[src/rtl/pwm_pkg.sv]
// ----------------------------------------------------------------------------
// pwm_pkg
//  Shared types and register-map helpers for the multi-channel PWM generator.
//  - pwm_mode_e : counter alignment mode (edge-aligned or center-aligned)
//  - addr_top   : register address of the TOP (period) shadow register
//  - addr_mode  : register address of the alignment-mode shadow register
//  Duty registers occupy addresses 0..CHANNELS-1; TOP and mode follow them.
// ----------------------------------------------------------------------------
package pwm_pkg;

  typedef enum logic {
    MODE_EDGE   = 1'b0,
    MODE_CENTER = 1'b1
  } pwm_mode_e;

  function automatic int unsigned addr_top(input int unsigned channels);
    return channels;
  endfunction

  function automatic int unsigned addr_mode(input int unsigned channels);
    return channels + 1;
  endfunction

endpackage

[src/rtl/pwm_multi_gen_timebase.sv]
// ----------------------------------------------------------------------------
// pwm_multi_gen_timebase
//  Shared PWM timebase: prescaler, edge/center counter and boundary detect.
//  Ports:
//   clk, rst      clock, synchronous active-high reset
//   en            run enable; low holds prescaler/counter at 0, direction up
//   prescale      counter advances once every prescale+1 clk cycles (live)
//   top           active period limit
//   mode          active alignment mode
//   cnt_next      counter value that will be registered on this edge
//   boundary      high on the cycle whose edge returns the counter to 0
//   period_tick   registered copy of boundary (aligned with cnt == 0)
// ----------------------------------------------------------------------------
module pwm_multi_gen_timebase
  import pwm_pkg::*;
#(
  parameter int unsigned WIDTH      = 8,
  parameter int unsigned PRESCALE_W = 8
) (
  input  logic                  clk,
  input  logic                  rst,
  input  logic                  en,
  input  logic [PRESCALE_W-1:0] prescale,
  input  logic [WIDTH-1:0]      top,
  input  pwm_mode_e             mode,
  output logic [WIDTH-1:0]      cnt_next,
  output logic                  boundary,
  output logic                  period_tick
);

  logic [PRESCALE_W-1:0] presc;
  logic                  tick_q;
  logic [WIDTH-1:0]      cnt;
  logic                  dir_down;
  logic                  dir_next;

  // tick_q is registered, so the counter first moves prescale+1 cycles after
  // en rises and the first enabled cycle always presents cnt == 0.
  always_comb begin
    cnt_next = cnt;
    dir_next = dir_down;
    boundary = 1'b0;
    if (!en) begin
      cnt_next = '0;
      dir_next = 1'b0;
    end else if (tick_q) begin
      if (mode == MODE_EDGE) begin
        if (cnt >= top) begin
          cnt_next = '0;
          dir_next = 1'b0;
          boundary = 1'b1;
        end else begin
          cnt_next = cnt + 1'b1;
        end
      end else if (!dir_down) begin
        if (cnt >= top) begin
          if (top == '0) begin
            // Degenerate center period: counter parks at 0, every tick wraps.
            cnt_next = '0;
            boundary = 1'b1;
          end else begin
            cnt_next = cnt - 1'b1;
            dir_next = 1'b1;
          end
        end else begin
          cnt_next = cnt + 1'b1;
        end
      end else begin
        if (cnt <= 1) begin
          cnt_next = '0;
          dir_next = 1'b0;
          boundary = 1'b1;
        end else begin
          cnt_next = cnt - 1'b1;
        end
      end
    end
  end

  always_ff @(posedge clk) begin
    if (rst || !en) begin
      presc       <= '0;
      tick_q      <= 1'b0;
      cnt         <= '0;
      dir_down    <= 1'b0;
      period_tick <= 1'b0;
    end else begin
      // >= keeps the prescaler from running the full range when prescale is
      // lowered below the current count.
      if (presc >= prescale) begin
        presc  <= '0;
        tick_q <= 1'b1;
      end else begin
        presc  <= presc + 1'b1;
        tick_q <= 1'b0;
      end
      cnt         <= cnt_next;
      dir_down    <= dir_next;
      period_tick <= boundary;
    end
  end

endmodule

[src/rtl/pwm_multi_gen.sv]
// ----------------------------------------------------------------------------
// pwm_multi_gen
//  Multi-channel PWM generator with one shared prescaled timebase and
//  double-buffered duty/TOP/mode registers that commit at period boundaries.
//  Ports:
//   clk, rst      clock, synchronous active-high reset
//   en            run enable; 0 = timebase held, outputs low
//   prescale      timebase ticks every prescale+1 clk cycles
//   wr_en         shadow register write strobe
//   wr_addr       0..CHANNELS-1 duty[n]; CHANNELS TOP; CHANNELS+1 mode
//   wr_data       write data (mode uses bit 0: 0 edge, 1 center)
//   pwm_out       registered PWM outputs
//   period_tick   one-cycle pulse at each period boundary
// ----------------------------------------------------------------------------
module pwm_multi_gen
  import pwm_pkg::*;
#(
  parameter int unsigned WIDTH      = 8,
  parameter int unsigned CHANNELS   = 4,
  parameter int unsigned PRESCALE_W = 8
) (
  input  logic                          clk,
  input  logic                          rst,
  input  logic                          en,
  input  logic [PRESCALE_W-1:0]         prescale,
  input  logic                          wr_en,
  input  logic [$clog2(CHANNELS+2)-1:0] wr_addr,
  input  logic [WIDTH-1:0]              wr_data,
  output logic [CHANNELS-1:0]           pwm_out,
  output logic                          period_tick
);

  localparam int unsigned AW = $clog2(CHANNELS + 2);
  localparam logic [AW-1:0] ADDR_TOP  = AW'(addr_top(CHANNELS));
  localparam logic [AW-1:0] ADDR_MODE = AW'(addr_mode(CHANNELS));

  logic [WIDTH-1:0] duty_sh  [CHANNELS];
  logic [WIDTH-1:0] duty_act [CHANNELS];
  logic [WIDTH-1:0] top_sh;
  logic [WIDTH-1:0] top_act;
  pwm_mode_e        mode_sh;
  pwm_mode_e        mode_act;

  logic [WIDTH-1:0]    cnt_next;
  logic                boundary;
  logic                commit;
  logic [CHANNELS-1:0] pwm_d;

  // While disabled the active bank tracks the shadow bank continuously.
  assign commit = boundary | ~en;

  pwm_multi_gen_timebase #(
    .WIDTH      (WIDTH),
    .PRESCALE_W (PRESCALE_W)
  ) u_timebase (
    .clk         (clk),
    .rst         (rst),
    .en          (en),
    .prescale    (prescale),
    .top         (top_act),
    .mode        (mode_act),
    .cnt_next    (cnt_next),
    .boundary    (boundary),
    .period_tick (period_tick)
  );

  // Active bank loads the pre-write shadow value on commit; a write landing
  // on a boundary therefore waits for the following boundary.
  always_ff @(posedge clk) begin
    if (rst) begin
      for (int unsigned i = 0; i < CHANNELS; i++) begin
        duty_sh[i]  <= '0;
        duty_act[i] <= '0;
      end
      top_sh   <= '1;
      top_act  <= '1;
      mode_sh  <= MODE_EDGE;
      mode_act <= MODE_EDGE;
    end else begin
      if (wr_en) begin
        for (int unsigned i = 0; i < CHANNELS; i++) begin
          if (wr_addr == AW'(i)) duty_sh[i] <= wr_data;
        end
        if (wr_addr == ADDR_TOP)  top_sh  <= wr_data;
        if (wr_addr == ADDR_MODE) mode_sh <= pwm_mode_e'(wr_data[0]);
      end
      if (commit) begin
        for (int unsigned i = 0; i < CHANNELS; i++) begin
          duty_act[i] <= duty_sh[i];
        end
        top_act  <= top_sh;
        mode_act <= mode_sh;
      end
    end
  end

  // Compare against the duty that will be active alongside cnt_next, so the
  // new duty takes effect on exactly the cycle period_tick rises.
  for (genvar g = 0; g < CHANNELS; g++) begin : g_cmp
    assign pwm_d[g] = en & (cnt_next < (commit ? duty_sh[g] : duty_act[g]));
  end

  always_ff @(posedge clk) begin
    if (rst) pwm_out <= '0;
    else     pwm_out <= pwm_d;
  end

endmodule

[config.mk]
export PLATFORM = sky130hd
export DESIGN_NAME = pwm_multi_gen
export DESIGN_NICKNAME = d
export VERILOG_FILES = /design/src/rtl/pwm_pkg.sv /design/src/rtl/pwm_multi_gen_timebase.sv /design/src/rtl/pwm_multi_gen.sv
export SDC_FILE = /design/constraint.sdc
export NUM_CORES = 1
export LEC_CHECK = 0
export ABC_CLOCK_PERIOD_IN_PS = 2900
export CAP_MARGIN = 30
export CORE_UTILIZATION = 45
export DETAILED_ROUTE_END_ITERATION = 10
export GPL_TIMING_DRIVEN = 0
export PLACE_DENSITY_LB_ADDON = 0.1
export SLEW_MARGIN = 25
export SYNTH_ARGS = -nofsm -noshare
export SYNTH_HDL_FRONTEND = slang
export SYNTH_SLANG_ARGS = --single-unit
export TNS_END_PERCENT = 50
[constraint.sdc]
create_clock -name clk -period 2.9 [get_ports clk]
set_input_delay 0.58 -clock clk [delete_from_list [all_inputs] [get_ports clk]]
set_output_delay 0.58 -clock clk [all_outputs]
set_load 0.01 [all_outputs]
# After elaboration in Yosys (flattened, before gate mapping)
# Memories as Yosys holds them, arrays and structs flattened.
# Index checks and enable logic that the tools add are counted.
[totals] regBits=41 ram_bits=64 output_inout_bits=5 elab_cells=107 mem_count=2
[mem_list] name="duty_act" words=4 word_bits=8 rd=4 rd_clocked_by_memory_dff=0 wr=4 line="pwm_multi_gen.sv:38" source="logic [WIDTH-1:0] duty_act [CHANNELS];"
[mem_list] name="duty_sh" words=4 word_bits=8 rd=4 rd_clocked_by_memory_dff=0 wr=4 line="pwm_multi_gen.sv:37" source="logic [WIDTH-1:0] duty_sh [CHANNELS];"
[classes] add_sub_neg=3 n_lt_le_gt_ge=7 n_eq_ne=5 mux=56 bitwise=14 reduce_logical=10
[ops] operator="8-bit two-way mux" count=20
[ops] operator="1-bit two-way mux" count=36
[ops] operator="8-bit < comparator" count=4
[ops] operator="8-bit by 1-bit adder with 8-bit output, second input constant" count=2
[ops] operator="8-bit greater-or-equal comparator" count=2
[ops] operator="1-bit OR" count=9
[ops] operator="8-bit by 1-bit <= comparator with 1-bit output, second input constant" count=1
[ops] operator="8-bit zero test" count=1
[ops] operator="8-bit by 1-bit subtractor with 8-bit output, second input constant" count=1
[ops] operator="3-bit by 2-bit == test with 1-bit output, second input constant" count=2
[ops] operator="3-bit == test, second input constant" count=2
[ops] operator="2-bit AND reduction" count=3
[ops] operator="1-bit bitwise AND" count=4
[ops] operator="2-bit OR reduction" count=2
[ops] operator="3-bit by 1-bit == test with 1-bit output, second input constant" count=1
[ops] operator="3-bit zero test" count=1
[ops] operator="2-bit nonzero test" count=1
[ops] operator="1-bit zero test" count=1
[ops] operator="1-bit logical OR" count=1
[ops] operator="1-bit inverter" count=1

# Logic depth before layout (Yosys ltp)
[depth] ltp_word=12 ltp_mapped=14

# Modules after synthesis
# From an unflattened synthesis, not the netlist that was laid out.
[unflattened] hier_cells=513 hier_area_um2=5775.5
[by_module_without_submodules] module="pwm_multi_gen" n_inst=1 cells_each=317 area_per_inst_um2=4149.0 seq_area_each_um2=2362.3
[by_module_without_submodules] module="pwm_multi_gen_timebase" n_inst=1 cells_each=196 area_per_inst_um2=1626.6 seq_area_each_um2=380.4

# Worst setup path before layout
# No wires, ideal clock.
[synth_timing] path_kind="reg-to-reg" startpoint="register top_act[2]" endpoint="register pwm_out[1]" arrival_time_ns=3.186 path_slack_ns=-0.356 path_stages_with_launch=15 n_path_buf=1 synth_period_minus_slack_ns=3.256 cell_sequence="dfxtp_1 -> inv_1 -> ha_1 -> a211oi_1 -> o21ai_0 -> a211o_1 -> clkbuf_1 -> nor2_1 -> nor3_1 -> nor4_1 -> ha_1 -> a21o_1 -> a211oi_1 -> o21ai_0 -> a21oi_1"
[synth_via] word_cells_on_any_way=20
[synth_lines] element="start: declaration" line="pwm_multi_gen.sv:40" source="logic [WIDTH-1:0] top_act;"
[synth_lines] element="start signal: assignment" line="pwm_multi_gen.sv:91" source="top_act <= top_sh;"
[synth_lines] element="parallel branches: the longest is 4 deep, another holds 8-bit greater-or-equal comparator"
[synth_lines] element="8-bit two-way mux *" line="pwm_multi_gen_timebase.sv:47" source="if (mode == MODE_EDGE) begin"
[synth_lines] element="8-bit two-way mux *" line="pwm_multi_gen_timebase.sv:46" source="end else if (tick_q) begin"
[synth_lines] element="8-bit two-way mux *" line="pwm_multi_gen_timebase.sv:43" source="if (!en) begin"
[synth_lines] element="named net cnt_next[6]" line="pwm_multi_gen.sv:44" source="logic [WIDTH-1:0] cnt_next;"
[synth_lines] element="8-bit < comparator *" line="pwm_multi_gen.sv:100" source="assign pwm_d[g] = en & (cnt_next < (commit ? duty_sh[g] : duty_act[g]));"
[synth_lines] element="1-bit bitwise AND *" line="pwm_multi_gen.sv:100"
[synth_lines] element="end signal: assignment" line="pwm_multi_gen.sv:105" source="else pwm_out <= pwm_d;"
[synth_lines] element="end: declaration" line="pwm_multi_gen.sv:29" source="output logic [CHANNELS-1:0] pwm_out,"
# Mark *: on every way through the listed nets, which the timed path passes.
# A chain may end at the register's enable or synchronous reset.

# Final worst setup path
[layout_timing] startpoint="register u_timebase.cnt[5]" endpoint="register pwm_out[2]"
[layout_via] word_cells_on_any_way=23
[layout_lines] element="start: declaration" line="pwm_multi_gen_timebase.sv:33" source="logic [WIDTH-1:0] cnt;"
[layout_lines] element="start signal: assignment" line="pwm_multi_gen_timebase.sv:97" source="cnt <= cnt_next;"
[layout_lines] element="8-bit by 1-bit subtractor with 8-bit output" line="pwm_multi_gen_timebase.sv:62, pwm_multi_gen_timebase.sv:74"
[layout_lines] element="8-bit two-way mux" line="pwm_multi_gen_timebase.sv:57" source="if (top == '0) begin"
[layout_lines] element="8-bit two-way mux" line="pwm_multi_gen_timebase.sv:56" source="if (cnt >= top) begin"
[layout_lines] element="8-bit two-way mux" line="pwm_multi_gen_timebase.sv:55" source="end else if (!dir_down) begin"
[layout_lines] element="8-bit two-way mux" line="pwm_multi_gen_timebase.sv:47"
[layout_lines] element="8-bit two-way mux *" line="pwm_multi_gen_timebase.sv:46"
[layout_lines] element="8-bit two-way mux *" line="pwm_multi_gen_timebase.sv:43"
[layout_lines] element="named net cnt_next[5]" line="pwm_multi_gen.sv:44"
[layout_lines] element="8-bit < comparator *" line="pwm_multi_gen.sv:100"
[layout_lines] element="1-bit bitwise AND *" line="pwm_multi_gen.sv:100"
# The timed path passes the listed nets; every way through them passes the cells marked *.

==> flow_summary.yaml <==
timing:
  rsz0062_at_grt: "yes"
  slew_viol_final: 0
  finalCriticalPeriod_ns: 3.25
  skew_ns: 0.00746
  slew_headroom_pct: 45.4
  fin_crit_sh_pct: 112
  fin_setup_tns_ns: -1.30
  fmax_mhz: 308
  hold_viol_final: 0
  tightest_slew_ns: 0.819
  layout_setup_ws_ns: -0.351
  setup_violations: 4
setup_path:
  cp_max_fo: 5
  critical_path_class: "register to register"
  ff2ff_path_depth: 12
  cp-end-kind: "register"
  worstPathArrival_ns: 3.48
  cp-start-kind: "register"
  critical_path_required_ns: 3.13
status:
  status: "finished, violations left"
  violations: "setup timing"
route:
  wirelength_um: 14700
  drt-initial-drc-count: 245
  num_vias: 4339
  final_antenna_net_count: 0
  drt-pass1-iter-count: 4
  drt-wirelength-per-cell_um: 18.9
  top_layer_used: "met4"
  drc_errors: 0
  dr_wl_met2_um: 7150
  via_per_inst: 5.57
  wl_met3_um: 803
  met1Wirelength_um: 6570
placed_design:
  pre_cts_ws_ns: -1.21
  io_buffers: 26
  gp_congestion: 0.866
  hpwl_um: 9640
die:
  io_pins: 28
  initial_core_util_pct: 46.7
  rows: 40
  die_area_um2: 13100
  die_w_um: 115
  core_region_area_um2: 12200
  die_y_um: 115
layout:
  fin_nets: 677
  final_cell_mix: "and2_1 (67), edfxtp_1 (64), ha_1 (36)"
  area_delta_synth_final_pct: 32.0
  final_common_cell: "and2_1"
  diodes: 0
  drive_gt1_share_pct: 24.9
  utilization_pct: 61.7
yosys:
  synth_area_leaders: "edfxtp_1 (34%), dfxtp_1 (14%), ha_1 (11%)"
  ys_ff_latch: 105
  synthCells: 524
  syn_avg_cell_area_um2: 10.9
  synth_area_um2: 5710
  async_reset_ff_share_pct: 0
  ys_types: 53
  synth-main-ff-cell: "edfxtp_1"
  synth_top_area_share_pct: 33.7
  yosysSeqAreaShare_pct: 48.0
  synth_edf_count: 64
  ys_warn_count: 0
  yosysTopAreaCell: "edfxtp_1"
  synth_nets: 595
clocking:
  cts.sinks: 105
  cts_tree: "done"
  cts-root-buf: "clkbuf_16"
  clkTransAtPathRegs_ns: 0.07
  cts.htree.levels: 3
  insertion_delay_ns: 0.35
  clock_tree.buffer_depth: 2
  hold_buffers: 0
  cts-buffers-inserted: 9
global_route:
  antenna_found_initial: 0
  gr-usage-all-layers_pct: 23.6
  globalRouteOverflowTotal: 0
  grt_pass1_vias: 4362
  grt_max_degree: 24
  grt_pass1_wl_um: 22800
power_and_ir_drop:
  ir_drop_mv: 0.505
  cellPowerDensity_nw_per_um2: 449
  cellLeakagePower_nw: 3.06
run:
  maxCapViolations: 0
hold_path:
  hp-class: "register to register"
  whs_path_depth: 1
area by class of cell:
cell class	count	area, µm²
fillers	1028	4680
multi-input cells	379	3350
flip-flops and latches	105	2760
repair buffers	71	676
clock buffers	10	229
well taps	168	210
plain buffers	18	143
inverters	22	86.3
clock inverters	6	81.3
cells in the mapped netlist, drive strengths merged, types with 7 or more instances:
cell	n
clkbuf	12
ha	48
nand3	22
a211oi	14
xor2	7
a21o	10
o22a	8
mux2i	30
nor2	37
inv	21
and2	68
a21oi	7
edfxtp	64
dfxtp	41
o21ai	17
nor3	15
nand2	30
path summary, 6_finish.rpt:
path                                    to  slack (ns)               from
worst max-delay path            pwm_out[2]       -0.35  u_timebase.cnt[5]
worst min-delay path            top_act[0]        0.47          top_sh[0]
worst max register to register  pwm_out[2]       -0.35  u_timebase.cnt[5]
worst min register to register  top_act[0]        0.47          top_sh[0]
power by group:
group / internal [mW] / total, mW / leakage [nW] / switching [mW]
registers: 1.67 / 1.71 / 0.991 / 0.0445
clock network: 0.752 / 1.28 / 0.148 / 0.529
logic: 0.183 / 0.391 / 1.92 / 0.209
total: 2.60 / 3.39 / 3.06 / 0.783
registers in the layout, summed over array words and instances, names as in the netlist:
signal                  count
u_timebase.period_tick      1
pwm_out                     4
u_timebase.presc            8
u_timebase.tick_q           1
duty_act                   32
u_timebase.cnt              8
duty_sh                    32
mode_act                    1
top_sh                      8
mode_sh                     1
top_act                     8
u_timebase.dir_down         1
worst max-delay path: stages, from the launching register on:
cell and delay (ns):
dfxtp_4 0.36, or3_4 0.39, or4_4 0.45, o211ai_4 0.21, buf_6 0.16, nor3_4 0.05, a221oi_4 0.39, nor2_4 0.09
buf_12 0.15, ha_4 0.26, o2111ai_4 0.15, a2111oi_4 0.36, a21oi_2 0.10
per-stage QoR:
step                instances  cell area (µm²)  total power [mW]  hold slack, ns
floorplan                 524             5830              1.94           0.436
global placement          718             6300              2.06           0.449
detailed placement        719             6320              2.07           0.451
CTS                       758             7140              3.37           0.471
global route              779             7540              3.51           0.487
finish                    779             7540              3.39           0.468
cells by family (layout without fill, tap and decap cells):
family          count (synthesis)  count (layout)  share of synthesized area [%]
simple gates                  201             201                           18.8
flops                         105             105                           48.0
compound gates                 88              88                           12.0
fa+ha+maj                      48              48                           10.5
buf+inv                        40             127                           3.55
mux                            30              30                           5.26
xor+xnor                       12              12                           1.84
layer usage:
layer  up-vias  GRT usage, %
met4         0          7.45
met2       118          39.9
li1       2085             -
met5         -             0
met3        18          5.72
met1      2118          29.7
timing repair:
item	CTS	global route
setup buffers	21	22
pin swaps	26	19
gates resized for setup	53	34
endpoints found under the setup margin	44	45
cloned	2	0
endpoints found under the hold margin	0	0
(Power assumes the default switching activity.)
